<file path="src/rtl/pipe_ctrl_pkg.sv">
// Shared types and default sizing for the pipeline hazard/flush controller.
package pipe_ctrl_pkg;

  localparam int CNT_W_DEF     = 3;
  localparam int DRAIN_CYC_DEF = 3;

  typedef enum logic [2:0] {
    ST_RUN   = 3'd0,
    ST_FLUSH = 3'd1,
    ST_DRAIN = 3'd2,
    ST_HALT  = 3'd3
  } state_t;

endpackage

</file>
<file path="src/rtl/cntdown_reg.sv">
// Loadable down-counter with enable-gated decrement that saturates at zero.
module cntdown_reg #(
  parameter int CNT_W = 3
) (
  input  logic             clk,
  input  logic             rst,
  input  logic             load,
  input  logic [CNT_W-1:0] load_val,
  input  logic             dec,
  output logic [CNT_W-1:0] cnt,
  output logic             zero
);

  always_ff @(posedge clk or posedge rst) begin
    if (rst) begin
      cnt <= '0;
    end else if (load) begin
      cnt <= load_val;
    end else if (dec && (cnt != '0)) begin
      cnt <= cnt - CNT_W'(1);
    end
  end

  assign zero = (cnt == '0);

endmodule

</file>
<file path="src/rtl/pipe_ctrl.sv">
// Pipeline controller: stalls, branch-squash countdown, serializing drain and halt.
module pipe_ctrl
  import pipe_ctrl_pkg::*;
#(
  parameter int CNT_W     = CNT_W_DEF,
  parameter int DRAIN_CYC = DRAIN_CYC_DEF
) (
  input  logic             clk,
  input  logic             rst,
  input  logic             mispredict,
  input  logic [CNT_W-1:0] flush_amt,
  input  logic             load_use,
  input  logic             mem_busy,
  input  logic             syscall_ex,
  input  logic             halt_req,
  output logic             if_en,
  output logic             id_en,
  output logic             ex_en,
  output logic             mem_en,
  output logic             wb_en,
  output logic             id_kill,
  output logic             ex_kill,
  output logic             flush,
  output logic             halted,
  output logic [2:0]       state_o
);

  state_t           state, state_nxt;
  logic             cnt_load, cnt_dec, cnt_zero, cnt_last;
  logic [CNT_W-1:0] cnt_val, cnt;
  logic             halt_lat, halt_load;

  cntdown_reg #(.CNT_W(CNT_W)) u_cnt (
    .clk      (clk),
    .rst      (rst),
    .load     (cnt_load),
    .load_val (cnt_val),
    .dec      (cnt_dec),
    .cnt      (cnt),
    .zero     (cnt_zero)
  );

  // Zero is also treated as terminal so a countdown can never get stuck.
  assign cnt_last = (cnt == CNT_W'(1)) || cnt_zero;

  always_ff @(posedge clk or posedge rst) begin
    if (rst) begin
      state    <= ST_RUN;
      halt_lat <= 1'b0;
    end else begin
      state <= state_nxt;
      if (halt_load) halt_lat <= halt_req;
    end
  end

  always_comb begin
    state_nxt = state;
    cnt_load  = 1'b0;
    cnt_val   = '0;
    cnt_dec   = 1'b0;
    halt_load = 1'b0;
    if ((state != ST_HALT) && !mem_busy) begin
      case (state)
        ST_FLUSH: begin
          cnt_dec = 1'b1;
          if (cnt_last) state_nxt = ST_RUN;
        end
        ST_DRAIN: begin
          cnt_dec = 1'b1;
          if (cnt_last) state_nxt = halt_lat ? ST_HALT : ST_RUN;
        end
        default: begin
          if (mispredict) begin
            cnt_load  = 1'b1;
            cnt_val   = (flush_amt == '0) ? CNT_W'(1) : flush_amt;
            state_nxt = ST_FLUSH;
          end else if (syscall_ex) begin
            cnt_load  = 1'b1;
            cnt_val   = CNT_W'(DRAIN_CYC);
            halt_load = 1'b1;
            state_nxt = ST_DRAIN;
          end
        end
      endcase
    end
  end

  always_comb begin
    if_en   = 1'b1;
    id_en   = 1'b1;
    ex_en   = 1'b1;
    mem_en  = 1'b1;
    wb_en   = 1'b1;
    id_kill = 1'b0;
    ex_kill = 1'b0;
    flush   = (state == ST_FLUSH);
    halted  = 1'b0;
    if ((state == ST_HALT) || mem_busy) begin
      {if_en, id_en, ex_en, mem_en, wb_en} = 5'b00000;
      halted = (state == ST_HALT);
    end else begin
      case (state)
        ST_FLUSH: id_kill = 1'b1;
        ST_DRAIN: begin
          {if_en, id_en, ex_en} = 3'b000;
          ex_kill = 1'b1;
        end
        default: begin
          if (mispredict) begin
            id_kill = 1'b1;
          end else if (syscall_ex || load_use) begin
            if_en   = 1'b0;
            id_en   = 1'b0;
            ex_kill = 1'b1;
          end
        end
      endcase
    end
  end

  assign state_o = state;

endmodule

</file>
<file path="config.mk">
export PLATFORM = sky130hd
export DESIGN_NAME = pipe_ctrl
export DESIGN_NICKNAME = d
export VERILOG_FILES = /design/src/rtl/pipe_ctrl_pkg.sv /design/src/rtl/cntdown_reg.sv /design/src/rtl/pipe_ctrl.sv
export SDC_FILE = /design/constraint.sdc
export NUM_CORES = 1
export LEC_CHECK = 0
export BUFFER_PORTS_ARGS = -buffer_cell sky130_fd_sc_hd__clkbuf_2
export CORE_MARGIN = 5
export CORE_UTILIZATION = 27
export DETAILED_ROUTE_END_ITERATION = 16
export PLACE_DENSITY_LB_ADDON = 0.12
export SLEW_MARGIN = 0
export SYNTH_ARGS = -nofsm -noshare
export SYNTH_HDL_FRONTEND = slang
export SYNTH_SLANG_ARGS = --single-unit
</file>
<file path="constraint.sdc">
create_clock -name clk -period 1.63 [get_ports clk]
set_input_delay 0.163 -clock clk [delete_from_list [all_inputs] [get_ports clk]]
set_output_delay 0.163 -clock clk [all_outputs]
set_load 0.02 [all_outputs]
</file>
# == Yosys cells after proc, flatten, opt, wreduce, memory -nomap -nowiden ==
# Cells that the tools add are included.
# totals
inputBits,10
regBits,7
out_inout_bits,12
wordCells,61
# classes
addsub,1
mux,37
n_eq_ne,7
n_reduce_logical,13
# ops
op,n
two-way mux 3 bit,10
two-way mux 1 bit,21
equality test 3 x 1 -> 1 bit (second input constant),2
equality test 3 x 2 -> 1 bit (second input constant),2
zero test 3 bit,2
case mux 1 bit (2 select lines),3
case mux 3 bit (2 select lines),1
two-way mux 2 bit,2
AND reduction 4 bit,1
nonzero test 4 bit,1
logical OR 1 bit,3
!= test 3 x 2 -> 1 bit (second input constant),1
nonzero test 3 bit,1
subtractor 3 x 1 -> 3 bit (second input constant),1
logical AND 1 bit,2
!= test 2 x 1 -> 1 bit (second input constant),1
!= test 2 bit (second input constant),1
nonzero test 2 bit,1
OR reduction 2 bit,1
zero test 1 bit,1

# == Depth between registers and ports, before layout ==
# logic_depth
word_depth,7
depth_mapped,7
mapped_depth_nobuf,6

# == Hierarchy ==
# Synthesis repeated with hierarchy kept, for this count alone.
# hier_totals
hier_cells,65
area_unflattened_um2,591.8
# by_module_without_submodules
mod,cells_each,n_inst,area_each_um2,seq_area_each_um2
pipe_ctrl,45,1,397.9,75.1
cntdown_reg,20,1,193.9,75.1

# == Worst setup path after synthesis ==
# Ideal clock, no wire load.
# synth_path
kind,register -> output
from,"register state[0], in the netlist state_o[0]"
to,output port if_en
t_required_ns,1.467
t_arrival_ns,1.702
path_stages_with_launch,8
path_buffers,2
path_slack_ns,-0.235
path_cell_list,dfrtp_1 > inv_1 > ha_1 > buf_2 > nor2b_1 > o21ai_0 > o211a_1 > buf_4
# synth_between
elab_chain_cells,3
word_cells_on_any_way,6
classes_between,eq/ne (3); mux (2); reduce/logical (1)
# synth_rtl
element,line_no,text
start: declaration,pipe_ctrl.sv:28,"state_t state, state_nxt;"
start signal: assignment,pipe_ctrl.sv:51,state <= state_nxt;
"equality test 3 x 2 -> 1 bit, or another cell as far along",--,
case mux 1 bit (2 select lines) / logical OR 1 bit (equally long branches),--,
two-way mux 1 bit *,--,
end: declaration,pipe_ctrl.sv:16,"output logic if_en,"
# Every way passes the cells marked *; elsewhere a longest branch is shown, timed or not.

# == Final worst setup path ==
# layout_path
from,"register state[1], in the netlist state_o[1]"
to,output port ex_kill
# layout_between
elab_chain_cells,3
word_cells_on_any_way,6
classes_between,eq/ne (3); mux (2); reduce/logical (1)
# layout_rtl
element,line_no,text
"equality test 3 x 2 -> 1 bit, or another cell as far along",pipe_ctrl.sv:102,case (state)
case mux 1 bit (2 select lines) / logical OR 1 bit (equally long branches),"pipe_ctrl.sv:102, pipe_ctrl.sv:98",
two-way mux 1 bit *,pipe_ctrl.sv:98,if ((state == ST_HALT) || mem_busy) begin
end: declaration,pipe_ctrl.sv:22,"output logic ex_kill,"
# Marked as above.

==> impl_metrics.tcl <==
set metrics [dict create \
    place.port_buffers 20 \
    synth_xor_xnor_area_share_pct 0 \
    die_x_um 55.6 \
    final_cell_mix "clkbuf_2 (13), buf_4 (9), inv_1 (8), buf_6 (6), clkbuf_8 (5)" \
    die-area_mm2 0.00309 \
    routed_via_density 4.62 \
    yosys_warnings 0 \
    peakVddDrop_uv 1130 \
    htreeDepth 1 \
    slew_violations 0 \
    vias 577 \
    total_power_mw 2.27 \
    nNetsFinal 114 \
    root_buffer "clkbuf_4" \
    synth-adder-area-share_pct 11.2 \
    drtPass1Iterations 4 \
    antennaDiodeCount 0 \
    clk_latency_ns 0.25 \
    synth_cells 62 \
    status "finished, violations left" \
    layout_commonest_cell "clkbuf_2" \
    end_kind "output port" \
    cts.clk_slew.worst_paths_ns 0.05 \
    async_flop_share_pct 100 \
    grt_pass1_wl_mm 2.64 \
    core_area_mm2 0.00196 \
    synth.cell_area_um2 561 \
    synth_compound_area_share_pct 23.2 \
    drcViolationCount 0 \
    grt_pass1_vias 606 \
    ys_ff_latch 6 \
    ios 22 \
    ys.flop_type "dfrtp_1" \
    worst_slack_ns -0.0905 \
    clockBufferDepth 2 \
    powerDensity_mw_per_mm2 2310 \
    leakagePower_nw 0.475 \
    drv_cap 0 \
    finalCritPeriodShare_pct 106 \
    initial_core_util_pct 28.6 \
    areaGrowthSynthToFinish_pct 75.4 \
    hold_path_class "in -> reg" \
    path_max_fanout 5 \
    ys_types 32 \
    grt.total_usage_pct 10.7 \
    num_rows 16 \
    place_hpwl_mm 1.24 \
    stdcell_area_um2 983 \
    antenna_found_initial 0 \
    cp_data_required_time_ns 1.47 \
    cpLargestDelayFamily "flip-flops" \
    drt-total-wl_mm 1.63 \
    grt_max_degree 8 \
    failed_checks "setup timing" \
    cts_made_buffers 3 \
    synth_top_family_by_area "compound AO/OA/AOI/OAI gates" \
    critPathMaxStageDelay_ns 0.45 \
    drive_above_1_share_pct 63.3 \
    placed_cell_area_um2 744 \
    start_kind "register" \
    crit_type "reg -> out" \
    setup_viol 7 \
    finClkSkew_ns 0.00670 \
    fin_setup_tns_ns -0.406 \
    synth_edf_count 0 \
    yosysSeqAreaShare_pct 26.8 \
    syn_nets 77 \
    rsz0062_at_grt "yes" \
    postRouteAntennaNets 0 \
    arrival_ns 1.56 \
    yosys.area_share.simple_pct 18.3 \
    fin_crit_ns 1.72 \
    cts_tree "yes" \
    gr-total-overflow 0 \
    hold_viol 0 \
    wire_per_inst_um 13.0 \
    synthMuxAreaShare_pct 2.68 \
    place_congestion 0.723 \
    crit_chain "ha_4 > or2_4 > buf_6 > a21oi_2 > clkbuf_8" \
    place_ws_ns 0.0134 \
    first_iter_violations 8 \
    worst_path_max_delay_cell "dfrtp_2" \
    cts_sinks 6 \
    crit_buf_inv 2 \
    avgSynthCellArea_um2 9.04 \
    max_freq_mhz 581 \
    die_height_um 55.6 \
]
[logic make-up (layout without fill, tap and decap cells)]
| family | Yosys count | in the layout |
|---|---|---|
| buffers and inverters | 17 | 53 |
| flip-flops | 6 | 6 |
| adder cells (fa/ha/maj) | 5 | 5 |
| multiplexers | 1 | 1 |
| AO/OA/AOI/OAI | 17 | 17 |
| AND/OR/NAND/NOR | 15 | 15 |
| other | 1 | 1 |
[cell usage after synthesis (2+ instances only)]
| cell | number | area share [%] |
|---|---|---|
| inv_1 | 11 | 7.4 |
| dfrtp_1 | 6 | 27 |
| ha_1 | 5 | 11 |
| a2bb2oi_1 | 3 | 4.7 |
| buf_4 | 3 | 4.0 |
| nand2_1 | 3 | 2.0 |
| a21oi_1 | 2 | 1.8 |
| a31oi_1 | 2 | 2.2 |
| o2111ai_1 | 2 | 3.1 |
| o21ai_0 | 2 | 1.8 |
| or2_1 | 2 | 2.2 |
[state kept, by name, indices dropped and copies added (netlist names)]
name / count
halt_lat: 1
u_cnt.cnt: 3
state_o: 2
[final cells by class]
class / instances / area (um^2)
Clock buffer: 4 / 26.3
Fill cell: 209 / 978
Inverter: 12 / 60.1
Multi-Input combinational cell: 39 / 387
Sequential cell: 6 / 153
Tap cell: 27 / 33.8
Timing Repair Buffer: 37 / 324
[report_power, final]
group	total [mW]	internal [mW]	leakage [nW]	switching, mW
sequential	0.313	0.234	0.0684	0.0789
combinational	1.80	0.977	0.392	0.826
clock	0.154	0.0932	0.0150	0.0609
total	2.27	1.30	0.475	0.966
[what timing repair did]
item,in CTS,in global routing
endpoints found under the hold margin,6,0
pin swaps,4,4
setup endpoints to repair,9,11
hold buffers,1,0
buffers inserted,4,4
gates resized for setup,32,8
[per-stage QoR]
step | util [%] | hold slack [ns] | instances
after floorplan | - | -0.0462 | 62
after global placement | 37.9 | 0.0758 | 112
after detailed placement | 37.9 | 0.0783 | 112
after CTS | 47.6 | 0.147 | 121
after global routing | 50.1 | 0.147 | 125
final | 50.1 | 0.155 | 125
[final timing paths]
check                            from  cells past startpoint         end  slack (ns)
setup / recovery           state_o[1]                      5     ex_kill       -0.09
hold / removal               halt_req                      2    halt_lat        0.16
setup reg to reg           state_o[1]                      5  state_o[1]       -0.03
hold reg to reg              halt_lat                      1    halt_lat        0.53
max in group asynchronous         rst                      3  state_o[0]        1.06
min in group asynchronous         rst                      3    halt_lat        0.36
[layer usage]
| layer | routed length (um) | part of all wire (%) | GRT usage, % |
|---|---|---|---|
| met1 | 766 | 47 | 13.3 |
| met2 | 788 | 48 | 17.4 |
| met3 | 52 | 3.2 | 3.03 |
| met4 | 22 | 1.4 | 4.17 |
| met5 | 0 | 0 | 0 |
Note: power is estimated with default switching activity, not from simulation.
